===== src/rtl/alu_pipe.sv =====
// Two-stage pipelined ALU: stage 1 adds the low half, stage 2 finishes the upper half and forms flags.
// Valid/ready handshake with full backpressure; up to two beats buffered.
module alu_pipe #(
    parameter int unsigned WIDTH = 16
) (
    input  logic             clk,
    input  logic             rst_n,
    input  logic             in_valid,
    output logic             in_ready,
    input  logic [WIDTH-1:0] a,
    input  logic [WIDTH-1:0] b,
    input  logic             cin,
    input  logic [2:0]       op,
    output logic             out_valid,
    input  logic             out_ready,
    output logic [WIDTH-1:0] result,
    output logic             cout,
    output logic             overflow,
    output logic             zero,
    output logic             set
);

    localparam int unsigned LO = WIDTH / 2;
    localparam int unsigned HI = WIDTH - LO;

    localparam logic [2:0] OP_AND = 3'b000;
    localparam logic [2:0] OP_OR  = 3'b001;
    localparam logic [2:0] OP_ADD = 3'b010;
    localparam logic [2:0] OP_SUB = 3'b110;
    localparam logic [2:0] OP_SLT = 3'b111;

    logic          v1_q, v1_d;
    logic [LO-1:0] lo_res_q, lo_res_d;
    logic          lo_carry_q, lo_carry_d;
    logic [HI-1:0] a_hi_q, a_hi_d;
    logic [HI-1:0] b_hi_q, b_hi_d;
    logic [2:0]    op_q, op_d;

    logic             out_valid_q, out_valid_d;
    logic [WIDTH-1:0] result_q, result_d;
    logic             cout_q, cout_d;
    logic             overflow_q, overflow_d;
    logic             zero_q, zero_d;
    logic             set_q, set_d;

    logic s2_ready;
    logic accept;
    logic xfer;

    assign s2_ready = !out_valid_q || out_ready;
    assign in_ready = !v1_q || s2_ready;
    assign accept   = in_valid && in_ready;
    assign xfer     = v1_q && s2_ready;

    // Stage 1: low-half add or logic op, capture upper operand halves
    logic [WIDTH-1:0] b_eff;
    logic             c0;
    logic [LO:0]      lo_sum;

    always_comb begin
        b_eff      = b;
        c0         = 1'b0;
        v1_d       = v1_q;
        lo_res_d   = lo_res_q;
        lo_carry_d = lo_carry_q;
        a_hi_d     = a_hi_q;
        b_hi_d     = b_hi_q;
        op_d       = op_q;

        if (op == OP_SUB || op == OP_SLT) begin
            b_eff = ~b;
            c0    = 1'b1;
        end else if (op == OP_ADD) begin
            c0 = cin;
        end
        lo_sum = {1'b0, a[LO-1:0]} + {1'b0, b_eff[LO-1:0]} + (LO+1)'(c0);

        if (accept) begin
            v1_d       = 1'b1;
            lo_carry_d = lo_sum[LO];
            a_hi_d     = a[WIDTH-1:LO];
            b_hi_d     = b_eff[WIDTH-1:LO];
            op_d       = op;
            case (op)
                OP_AND:  lo_res_d = a[LO-1:0] & b[LO-1:0];
                OP_OR:   lo_res_d = a[LO-1:0] | b[LO-1:0];
                default: lo_res_d = lo_sum[LO-1:0];
            endcase
        end else if (xfer) begin
            v1_d = 1'b0;
        end
    end

    // Stage 2: upper-half add from registered carry, then result/flag selection
    logic [HI:0]      hi_sum;
    logic             c_msb;
    logic             ar_cout;
    logic             ar_ovf;
    logic             slt_c;
    logic [WIDTH-1:0] res_c;
    logic             cout_c;
    logic             ovf_c;
    logic             set_c;

    always_comb begin
        hi_sum  = {1'b0, a_hi_q} + {1'b0, b_hi_q} + (HI+1)'(lo_carry_q);
        c_msb   = a_hi_q[HI-1] ^ b_hi_q[HI-1] ^ hi_sum[HI-1];
        ar_cout = hi_sum[HI];
        ar_ovf  = c_msb ^ ar_cout;
        slt_c   = hi_sum[HI-1] ^ ar_ovf;

        res_c  = '0;
        cout_c = 1'b0;
        ovf_c  = 1'b0;
        set_c  = 1'b0;
        case (op_q)
            OP_AND: res_c = {a_hi_q & b_hi_q, lo_res_q};
            OP_OR:  res_c = {a_hi_q | b_hi_q, lo_res_q};
            OP_ADD, OP_SUB: begin
                res_c  = {hi_sum[HI-1:0], lo_res_q};
                cout_c = ar_cout;
                ovf_c  = ar_ovf;
            end
            OP_SLT: begin
                res_c  = WIDTH'(slt_c);
                cout_c = ar_cout;
                ovf_c  = ar_ovf;
                set_c  = slt_c;
            end
            default: ;
        endcase

        out_valid_d = out_valid_q;
        result_d    = result_q;
        cout_d      = cout_q;
        overflow_d  = overflow_q;
        zero_d      = zero_q;
        set_d       = set_q;
        if (xfer) begin
            out_valid_d = 1'b1;
            result_d    = res_c;
            cout_d      = cout_c;
            overflow_d  = ovf_c;
            zero_d      = ~|res_c;
            set_d       = set_c;
        end else if (out_ready) begin
            out_valid_d = 1'b0;
        end
    end

    always_ff @(posedge clk or negedge rst_n) begin
        if (!rst_n) begin
            v1_q        <= 1'b0;
            lo_res_q    <= '0;
            lo_carry_q  <= 1'b0;
            a_hi_q      <= '0;
            b_hi_q      <= '0;
            op_q        <= '0;
            out_valid_q <= 1'b0;
            result_q    <= '0;
            cout_q      <= 1'b0;
            overflow_q  <= 1'b0;
            zero_q      <= 1'b0;
            set_q       <= 1'b0;
        end else begin
            v1_q        <= v1_d;
            lo_res_q    <= lo_res_d;
            lo_carry_q  <= lo_carry_d;
            a_hi_q      <= a_hi_d;
            b_hi_q      <= b_hi_d;
            op_q        <= op_d;
            out_valid_q <= out_valid_d;
            result_q    <= result_d;
            cout_q      <= cout_d;
            overflow_q  <= overflow_d;
            zero_q      <= zero_d;
            set_q       <= set_d;
        end
    end

    assign out_valid = out_valid_q;
    assign result    = result_q;
    assign cout      = cout_q;
    assign overflow  = overflow_q;
    assign zero      = zero_q;
    assign set       = set_q;

endmodule


===== config.mk =====
export PLATFORM = sky130hd
export DESIGN_NAME = alu_pipe
export DESIGN_NICKNAME = d
export VERILOG_FILES = /design/src/rtl/alu_pipe.sv
export SDC_FILE = /design/constraint.sdc
export NUM_CORES = 1
export LEC_CHECK = 0
export CORE_ASPECT_RATIO = 0.75
export CORE_MARGIN = 5
export CORE_UTILIZATION = 45
export DETAILED_ROUTE_END_ITERATION = 6
export HOLD_SLACK_MARGIN = 0.08
export PLACE_DENSITY = 0.82
export REMOVE_ABC_BUFFERS = 1
export SLEW_MARGIN = 20
export SYNTH_ARGS = -nofsm -noshare
export SYNTH_HDL_FRONTEND = slang
export SYNTH_SLANG_ARGS = --single-unit

===== constraint.sdc =====
create_clock -name clk -period 5 [get_ports clk]
set_input_delay 0.75 -clock clk [delete_from_list [all_inputs] [get_ports clk]]
set_output_delay 0.75 -clock clk [all_outputs]
set_load 0.005 [all_outputs]

# --- Yosys cells after proc, flatten, opt, wreduce, memory -nomap -nowiden ---
# Cells that the tools add are included.
word_totals:
  ff_bits: 50
  latchBits: 0
  mem_bits_rw: 0
  mem_bits_ro: 0
  input_bits: 40
  out_inout_bits: 22
  elab_cells: 60
  memories: 0
classes:
  add_sub_neg: 4
  multipliers: 0
  div_mod_pow: 0
  magnitude_cmp: 0
  eq_ne: 8
  shift: 0
  mux: 12
  bitwise_logic: 9
  reduce_logical: 15
op_table:
  columns: ["cell", "n"]
  rows:
  - ["$pmux W16 S4", 1]
  - ["$add A8 B8 Y9", 2]
  - ["$add A9 B1 Y9", 2]
  - ["$and A8 B8 Y8", 2]
  - ["$mux W16", 1]
  - ["$not A16 Y16", 1]
  - ["$or A8 B8 Y8", 2]
  - ["$pmux W8 S2", 1]
  - ["$reduce_or A16 Y1", 1]
  - ["$eq A3 B3 Y1 const B", 4]
  - ["$mux W1", 9]
  - ["$eq A3 B1 Y1 const B", 2]
  - ["$eq A3 B2 Y1 const B", 2]
  - ["$logic_not A3 Y1", 2]
  - ["$reduce_bool A2 Y1", 2]
  - ["$xor A1 B1 Y1", 4]
  - ["$logic_not A1 Y1", 3]
  - ["$logic_or A1 B1 Y1", 3]
  - ["$reduce_or A3 Y1", 1]
  - ["$logic_and A1 B1 Y1", 2]
  - ["$reduce_or A2 Y1", 1]

# --- Longest topological paths before layout ---
# Gate-level depths: netlist of the first run.
logic_depth:
  depth_word: 8
  depth_mapped: 12
  depth_no_buf: 11

# --- Worst setup path after synthesis of the first run ---
# No wires, ideal clock.
synth_timing:
  path_kind: "input port to flip-flop"
  from: "input port op[1]"
  to: "register lo_res_q[6]"
  setup_ns: 0.083
  arrival_time_ns: 3.404
  required_time_ns: 4.917
  slack_ns: 1.514
  path_stages: 12
  n_path_buf: 1
  cell_sequence: "nand2_1 > clkbuf_1 > xor2_1 > fa_1 > fa_1 > nor2b_1 > o21ai_0 > a21boi_0 > o21a_1 > nor3_1 > o31a_1 > o21ai_0"
synth_via:
  elab_chain_len: 6
  elab_cells_between_ends: 12
  classes_between: "add/sub (2); eq/ne (4); mux (4); reduce/logical (2)"
synth_lines:
  columns: ["item", "line", "text"]
  rows:
  - ["start, declared", "13", "input logic [2:0] op,"]
  - ["$eq A3 B3 Y1", "70", "if (op == OP_SUB || op == OP_SLT) begin"]
  - ["$logic_or A1 B1 Y1", "70", null]
  - ["$mux W16", "70", null]
  - ["$add A8 B8 Y9", "76", "lo_sum = {1'b0, a[LO-1:0]} + {1'b0, b_eff[LO-1:0]} + (LO+1)'(c0);"]
  - ["$add A9 B1 Y9", "76", null]
  - ["$pmux W8 S2 *", "84", "case (op)"]
  - ["end signal, assigned", "167", "lo_res_q <= lo_res_d;"]
  - ["end, declared", "33", "logic [LO-1:0] lo_res_q, lo_res_d;"]
# Every way passes the cells marked *; elsewhere a longest branch is shown, timed or not.
# A chain may end at the register's enable or synchronous reset.

# --- Worst setup path in the final report of the first run ---
layout_timing:
  from: "input port op[2]"
  to: "register lo_res_q[6]"
# Same word-level chain as after synthesis.

==> results.md, run 1 <==
- Worst setup SP type: input port
- Final nets: 469
- # setup viols final: 0
- Yosys reg bits: 50
- CORE AREA: 6830 µm²
- Number of flops mapped to enable cells by yosys: 0
- Io pins: 62
- Routed Antenna Nets: 0
- Peak Freq: 281 MHz
- Antenna violations before repair: 0
- Clk pwr share: 22.2%
- Worst skew pair latency: 0.31 ns
- Initial DRC Count: 166
- Lkg Pwr: 1.72 nW
- Final routed DRC violation total: 0
- Max-slew violations: 0
- Vias in the first global route: 2497
- Fin crit share: 71.2%
- Post_cts resized: 0
- # diodes: 0
- Worst-margin pin slew: 0.931 ns
- Critical Path AT: 3.78 ns
- Total chip power: 1.34 mW
- Prevailing post-synth register cell: dfrtp_1
- CTS sink cnt: 50
- Crit. End Element: flop
- Routed vias/inst: 5.39
- Area growth syn-to-layout: 24.0%
- Setup Buffers After CTS: 0
- Max Cap Viol: 0
- CTS root buffer: clkbuf_8
- Syn Inst Count: 345
- Net Sw Power: 0.446 mW
- Switching share of power: 33.2%
- Outcome: finished clean
- Post-Route WL: 7140 µm
- Die height: 82.8 µm
- Hpwl dp: 5630 µm
- Row cnt: 26
- RSZ-0062 raised after global routing: no
- Clk_skew: 0.00783 ns
- Met1 Track Usage GR: 23.7%
- Pre-antenna DRT Iters: 4
- Top cells by area, synth: dfrtp_1, ha_1, o21ai_0, xnor2_1, nand2_1
- Post-synth top area share: 39.4%
- CTS buffer count: 5
- Final hold violation count: 0
- Hold WC Path Type: in2async
- CTS tree: yes
- Internal power: 0.898 mW
- GR Util met3: 2.95%
- Setup TNS: 0 ns
- Kind of critical path: in2reg
- Largest net degree at the start of global routing: 51
- Ys Warns: 0
- Tmin final: 3.56 ns
- Mapped Area: 3180 µm²
- Htree depth: 2
- Power share of the combinational group: 37.2%
- Rel. slew slack: 37.7%
- Met2 Usage GRT: 26.5%
- Die area: 8860 µm²
- Sequential Power Share: 40.6%
- Post-synth top area cell: dfrtp_1
- Pwr/cell area: 341 nW/µm²
- Clk slew on worst S/H paths: 0.10 ns
- Vias: 2626
- Dpl cells: 479
- Required time of the critical path: 5.22 ns
- # hold bufs at CTS: 0
- Async set or reset register ratio after synthesis: 100%
- Maximum root-to-sink buffer count: 2
- Worst IR drop on VDD: 143 µV
- Average routed wire per standard cell: 14.7 µm
- GR peak layer: met2
- Share of cells above drive strength 1: 3.97%
- RePlAce Congestion: 0.902
- Syn avg cell area: 9.21 µm²
- Worst-path fanout max: 16
- Sequential share of the synthesized area: 39.4%
- Yosys cell types: 51
- IO buf count: 61
- Initial Util: 46.5%
- Fill cells: 613
- All-layer global routing usage: 16.7%
- First-pass GRT wire length: 11800 µm
- Final Non-Filler Cells: 487
- GR Overflow Total: 0
- Die span in x: 107 µm
[layout make-up]
class	count	area [µm²]	area share [%]
clock inverter	3	48.8	1.24
sequential	50	1250	31.8
clock buffer	5	68.8	1.75
tap	84	105	2.67
timing repair buffer	64	631	16.0
multi-input combinational	255	1740	44.1
inverter	26	97.6	2.48
[sequential cells by signal, indices dropped and copies added, names as in the netlist, 3 cells and up]
register,cells
a_hi_q,8
b_hi_q,8
lo_res_q,8
op_q,3
result,16
[per-layer routing]
metal,share of wire (%),up-vias
met5,0,-
met1,46,1240
met3,5.9,10
met4,1.5,0
li1,-,1301
met2,46,75
[logic make-up (layout without fill, tap and decap cells)]
| logic type | Yosys count | count (layout) | synth area share [%] |
|---|---|---|---|
| and+or+nand+nor | 97 | 97 | 14.4 |
| xor gates and xnor gates | 24 | 24 | 6.62 |
| adders and majority gates | 34 | 34 | 13.8 |
| buffers and inverters | 40 | 98 | 5.91 |
| muxes | 3 | 3 | 1.02 |
| DFF | 50 | 50 | 39.4 |
| AOI/OAI and AO/OA | 97 | 97 | 18.9 |
[worst paths after layout]
path,from,to,slack [ns],cells after the start
setup reg to reg,lo_carry_q,zero,2.05,10
hold / removal,rst_n,result[1],0.43,1
min in group clk,result[13],result[13],0.49,2
setup / recovery,op[2],lo_res_q[6],1.44,13
max in group asynchronous,rst_n,b_hi_q[0],4.13,1
hold reg to reg,result[13],result[13],0.49,2
[cell usage after synthesis (all sizes together) (3+ instances only)]
cell type	count
dfrtp	50
nand2	49
o21ai	42
inv	26
ha	23
xnor2	22
a21oi	18
nor2	17
clkbuf	13
a22o	7
maj3	7
nand2b	6
nor2b	5
a22oi	4
fa	4
nor3	4
a211oi	3
a31oi	3
nand3	3
o21a	3
[power groups by stage]
stage          clock (mW)  sequential [mW]  combinational (mW)
2_1_floorplan           0            0.544               0.291
3_3_place_gp            0            0.550               0.483
3_5_place_dp            0            0.556               0.500
4_1_cts             0.302            0.547               0.502
5_1_grt             0.318            0.559               0.555
6_report            0.298            0.546               0.500
[cells in the final DEF, fill, tap and decap left out, types with 2 or more instances in the layout]
| cell | n |
|---|---|
| nor3_1 | 4 |
| o31ai_1 | 2 |
| buf_4 | 4 |
| mux2_2 | 2 |
| a31oi_1 | 3 |
| maj3_1 | 7 |
| fa_1 | 4 |
| o21a_1 | 3 |
| a22oi_1 | 4 |
| nand2_1 | 49 |
| o31a_1 | 2 |
| nand3_1 | 3 |
| and2_1 | 2 |
| xor2_1 | 2 |
| a21o_1 | 2 |
| xnor2_1 | 22 |
| inv_1 | 26 |
| o21ai_0 | 41 |
| nand2b_1 | 6 |
| a22o_1 | 7 |
| ha_1 | 23 |
| nand3b_1 | 2 |
| a21oi_1 | 18 |
| dfrtp_1 | 50 |
| nor2_1 | 17 |
| clkdlybuf4s50_1 | 60 |
| a32oi_1 | 2 |
| nor2b_1 | 5 |
| a211oi_1 | 3 |
| clkbuf_8 | 5 |
[per-stage QoR]
stage          hold slack [ns]  util (%)  cell area [µm²]  worst slack (ns)
2_1_floorplan            0.454         -             3090              1.67
3_5_place_dp             0.473      55.9             3820              1.14
4_1_cts                  0.496      57.6             3940              1.44
5_1_grt                  0.497      57.7             3940              1.27
3_3_place_gp             0.463      55.9             3820              1.24
6_report                 0.433      57.7             3940              1.44
[worst max-delay path, cell delays in order]
cell and delay, ns:
clkdlybuf4s50_1 0.51, nand2_1 0.06, buf_4 0.23, xor2_1 0.19, fa_1 0.45, fa_1 0.40
nor2b_1 0.15, o21ai_0 0.12, a21boi_0 0.30, o21a_1 0.18, nor3_1 0.05, o31a_1 0.23
o21ai_0 0.15
(Power assumes the default switching activity.)
==> inputs of run 2 (changes only) <==
==> constraint.sdc (replaced) <==
create_clock -name clk -period 3.62 [get_ports clk]
set_input_delay 0.543 -clock clk [delete_from_list [all_inputs] [get_ports clk]]
set_output_delay 0.543 -clock clk [all_outputs]
set_load 0.005 [all_outputs]
==> run 2 against run 1 <==
  * Non-clock buffer count up 2
  * Register-to-register slack got worse by 1.3 ns
  * Clock-buffer cell count unchanged
  * Global-route usage grew 0.27 points
  * Critical path type unchanged
  * Largest cell class unchanged
==> results.md, run 2 (same netlist as run 1, synthesis figures left out) <==
- Clk_skew: 0.0108 ns
- Lkg Pwr: 1.74 nW
- Required time of the critical path: 3.84 ns
- Largest net degree at the start of global routing: 51
- Worst IR drop on VDD: 241 µV
- Commonest cells after routing, fill and taps aside: clkdlybuf4s50_1, dfrtp_1, nand2_1
- Tmin final: 3.12 ns
- Pre-antenna DRT Iters: 5
- Worst skew pair latency: 0.31 ns
- Routed vias/inst: 5.43
- Area growth syn-to-layout: 24.5%
- Post_cts resized: 0
- Post-Route WL: 7320 µm
- Kind of critical path: in2reg
- Hold slack: 0.234 ns
- Outcome: finished clean
- Number of flip-flops under the largest register name: 16
- IO buf count: 61
- GR Overflow Total: 0
- # diodes: 0
- Die height: 82.8 µm
- Fill cells: 598
- Setup TNS: 0 ns
- Critical Path, Cell by Cell: clkdlybuf4s50_1, nand2_1, xor2_1, fa_1, fa_1, nor2b_1, o21ai_0, a21boi_0, o21a_1, nor3_1, o31a_1, o21ai_0
- Rel. slew slack: 60.1%
- Vias: 2653
- Met2 Usage GRT: 28.8%
- Clk slew on worst S/H paths: 0.10 ns
- Setup Buffers After CTS: 0
- Maximum root-to-sink buffer count: 2
- First-pass GRT wire length: 12000 µm
- Average routed wire per standard cell: 15.0 µm
- Htree depth: 2
- Worst setup SP type: input port
- Die area: 8860 µm²
- CP delay by family, top: compound AO/OA/AOI/OAI gates
- GR Util met3: 3.57%
- Final nets: 471
- Initial Util: 46.5%
- Io pins: 62
- Worst-path fanout max: 4
- Vias in the first global route: 2609
- Critical Path AT: 3.34 ns
- # hold bufs at CTS: 0
- Commonest non-fill, non-tap cell in the layout: clkdlybuf4s50_1
- Fin crit share: 86.1%
- CTS buffer count: 5
- Worst-margin pin slew: 0.599 ns
- Final routed DRC violation total: 0
- CTS root buffer: clkbuf_8
- CTS sink cnt: 50
- Peak Freq: 321 MHz
- Met1 Track Usage GR: 21.9%
- Antenna violations before repair: 0
- Slowest stage cell, crit path: clkdlybuf4s50_1
- CORE AREA: 6830 µm²
- Row cnt: 26
- RSZ-0062 raised after global routing: no
- Hpwl dp: 5710 µm
- Routed Antenna Nets: 0
- Initial DRC Count: 147
- # setup viols final: 0
- Die span in x: 107 µm
- Largest stage delay, worst path: 0.53 ns
- CTS tree: yes
- GR peak layer: met2
- Max-slew violations: 0
- Max Cap Viol: 0
- CP bufs+invs: 1
- Final hold violation count: 0
- Pwr/cell area: 469 nW/µm²
- Crit. End Element: flop
- Hold WC Path Type: in2async
- Share of cells above drive strength 1: 4.44%
- RePlAce Congestion: 0.911
- All-layer global routing usage: 17.0%
run 2: final timing paths:
| kind | from | endpoint | slack (ns) | cells past startpoint |
|---|---|---|---|---|
| worst max-delay path | op[1] | lo_res_q[6] | 0.50 | 12 |
| worst min-delay path | rst_n | result[1] | 0.23 | 1 |
| worst max register to register | lo_carry_q | zero | 0.78 | 10 |
| worst min register to register | result[15] | result[15] | 0.49 | 2 |
| max in group asynchronous | rst_n | b_hi_q[2] | 2.97 | 1 |
| min in group clk | result[15] | result[15] | 0.49 | 2 |
run 2: metal layers:
layer	up-vias	routed length, µm
met1	1236	3240
met4	0	120
met3	11	534
li1	1310	-
met5	-	0
met2	96	3430
run 2: where the power goes:
part / switching [mW] / leakage [nW] / internal, mW
clock: 0.192 / 0.0587 / 0.209
sequential: 0.0832 / 0.623 / 0.670
combinational: 0.337 / 1.05 / 0.363
total: 0.612 / 1.74 / 1.24
run 2: area by class of cell:
class	count	area [µm²]	share of cell area [%]
clock buffer	5	68.8	1.74
clock inverter	3	47.5	1.20
inverter	26	97.6	2.47
multi-input combinational	255	1740	44.0
sequential	50	1250	31.6
tap	84	105	2.66
timing repair buffer	66	646	16.3
run 2: through the flow:
stage                     instance area [µm²]  util, %  cells  total power, mW  setup slack (ns)
after floorplan                          3090        -    331             1.15             0.497
after global placement                   3830     56.1    481             1.43             0.324
after detailed placement                 3830     56.1    481             1.46             0.233
after CTS                                3950     57.8    489             1.86             0.530
after global routing                     3950     57.9    489             1.98             0.313
final                                    3950     57.9    489             1.85             0.504
run 2: worst reg2reg max path, cell delays in order (launching register included):
cell and delay (ns):
dfrtp_1 0.42, fa_1 0.45, inv_1 0.08, fa_1 0.19, and2b_1 0.20, o221a_1 0.25
o31ai_1 0.36, nor4b_2 0.27, a21oi_1 0.09, o22a_1 0.19, a32o_1 0.25
==> inputs of run 3 (changes only) <==
--- a/config.mk
+++ b/config.mk
@@ -10,7 +10,7 @@
 export CORE_UTILIZATION = 45
 export DETAILED_ROUTE_END_ITERATION = 6
 export HOLD_SLACK_MARGIN = 0.08
-export PLACE_DENSITY = 0.82
+export PLACE_DENSITY = 0.85
 export REMOVE_ABC_BUFFERS = 1
 export SLEW_MARGIN = 20
 export SYNTH_ARGS = -nofsm -noshare
==> constraint.sdc (replaced) <==
create_clock -name clk -period 2.65 [get_ports clk]
set_input_delay 0.3975 -clock clk [delete_from_list [all_inputs] [get_ports clk]]
set_output_delay 0.3975 -clock clk [all_outputs]
set_load 0.005 [all_outputs]
==> run 3 against run 2 <==
  * The flow now finishes with violations (negative setup slack)
  * First-iteration DRC count up 56%
  * Cell count is 5.1% higher
  * Worst setup slack got worse by 0.56 ns
  * Critical path depth decreased by 2
  * Global-route usage up 1.9 points
  * Critical path type is now reg2reg
  * Largest power group is now combinational logic
==> results.md, run 3 (same netlist as run 1, synthesis figures left out) <==
- Total chip power: 2.61 mW
- Final Cell Area: 4220 µm²
- Routed Antenna Nets: 0
- # hold bufs at CTS: 0
- Htree depth: 2
- R2r startpoint: b_hi_q[0]
- Required time of the critical path: 2.91 ns
- All-layer global routing usage: 18.9%
- CTS tree: yes
- Fin crit share: 102%
- CTS buffer count: 5
- Post-Route WL: 8200 µm
- R2r worst-path depth: 10
- Crit. End Element: flop
- Fill cells: 572
- Largest net degree at the start of global routing: 51
- GR Overflow Total: 0
- Peak Freq: 369 MHz
- CORE AREA: 6830 µm²
- Hpwl dp: 6050 µm
- Antenna violations before repair: 0
- Area growth syn-to-layout: 32.8%
- Lkg Pwr: 1.90 nW
- RSZ-0062 raised after global routing: yes
- # diodes: 0
- Post-route setup slack: -0.0593 ns
- Dpl cells: 499
- Clk slew on worst S/H paths: 0.10 ns
- Io pins: 62
- Final hold violation count: 0
- Tmin final: 2.71 ns
- Final Util: 61.7%
- Final Non-Filler Cells: 514
- Routed vias/inst: 5.43
- Share of cells above drive strength 1: 14.4%
- Placed Area: 3970 µm²
- Die height: 82.8 µm
- Rel. slew slack: 51.3%
- Max Cap Viol: 0
- Worst setup SP type: flop
- Worst-margin pin slew: 0.728 ns
- Pwr/cell area: 619 nW/µm²
- Critical Path AT: 2.97 ns
- Pre-antenna DRT Iters: 5
- IO buf count: 61
- Clk_skew: 0.00814 ns
- Vias: 2792
- Setup TNS: -0.0593 ns
- Die area: 8860 µm²
- Vias in the first global route: 2731
- First-pass GRT wire length: 13000 µm
- Hold WC Path Type: in2async
- Final routed DRC violation total: 0
- RePlAce Congestion: 0.852
- CTS sink cnt: 50
- Failing checks: negative setup slack
- Number of flip-flops under the largest register name: 16
- Initial Util: 46.5%
- Kind of critical path: reg2reg
- Row cnt: 26
- CTS root buffer: clkbuf_8
- Final nets: 496
- Worst reg2reg endpoint: zero
- Commonest cells after routing, fill and taps aside: clkdlybuf4s50_1, dfrtp_1, nand2_1
- Outcome: finished with violations
- Worst-path fanout max: 2
- Die span in x: 107 µm
- Commonest non-fill, non-tap cell in the layout: clkdlybuf4s50_1
- Maximum root-to-sink buffer count: 2
- Worst IR drop on VDD: 264 µV
- Initial DRC Count: 230
- Max-slew violations: 0
- Worst skew pair latency: 0.32 ns
- Setup slack, reg-to-reg: -0.06 ns
- Average routed wire per standard cell: 16.0 µm
- # setup viols final: 1
==> run 3: through the flow <==
step / hold WS (ns) / setup WS, ns
after detailed placement: 0.470 / -0.627
after floorplan: 0.102 / -0.328
final: 0.156 / -0.0593
after global placement: 0.464 / -0.480
after global routing: 0.215 / -0.227
after CTS: 0.191 / -0.0461
==> run 3: worst max path at each step <==
stage	to	from
6_report	zero	b_hi_q[0]
5_1_grt	zero	b_hi_q[0]
4_1_cts	zero	b_hi_q[0]
3_5_place_dp	lo_res_q[6]	op[1]
3_3_place_gp	lo_res_q[6]	op[1]
2_1_floorplan	lo_res_q[6]	op[1]
==> run 3: power by group <==
part           switching [mW]  leakage (nW)  total (mW)  internal [mW]
Clock                   0.292        0.0502       0.488          0.196
Combinational           0.513          1.23        1.10          0.583
Sequential              0.111         0.623        1.03          0.915
==> run 3: final cells by class <==
class | count | area, µm² | share of cell area, %
Clock buffer | 5 | 68.8 | 1.63
Clock inverter | 3 | 28.8 | 0.682
Inverter | 26 | 97.6 | 2.31
Multi-Input combinational cell | 255 | 1820 | 43.3
Sequential cell | 50 | 1250 | 29.7
Tap cell | 84 | 105 | 2.49
Timing Repair Buffer | 91 | 842 | 20.0
==> run 3: worst max-delay path, stage by stage, from the launching register on <==
cell and delay, ns:
dfrtp_1 0.42, fa_2 0.40, inv_2 0.07, fa_2 0.19, and2b_1 0.19, o221a_1 0.25, o21ai_1 0.13, or3b_1 0.36
a31o_1 0.23, and4b_1 0.25, a32o_1 0.16
==> run 3: per-layer routing <==
| layer | GRT usage, % | up-vias | wire length [µm] |
|---|---|---|---|
| met5 | 0 | - | 0 |
| met4 | 6.26 | 0 | 194 |
| met3 | 3.73 | 16 | 420 |
| met2 | 31.0 | 95 | 3890 |
| met1 | 25.2 | 1319 | 3700 |
| li1 | - | 1362 | - |
==> run 3: repair_timing <==
item / 4_1_cts / 5_1_grt
buffers inserted: 6 / 1
cloned: 0 / 0
endpoints found under the setup margin: 8 / 11
pin swaps: 5 / 7
gates resized for setup: 14 / 18
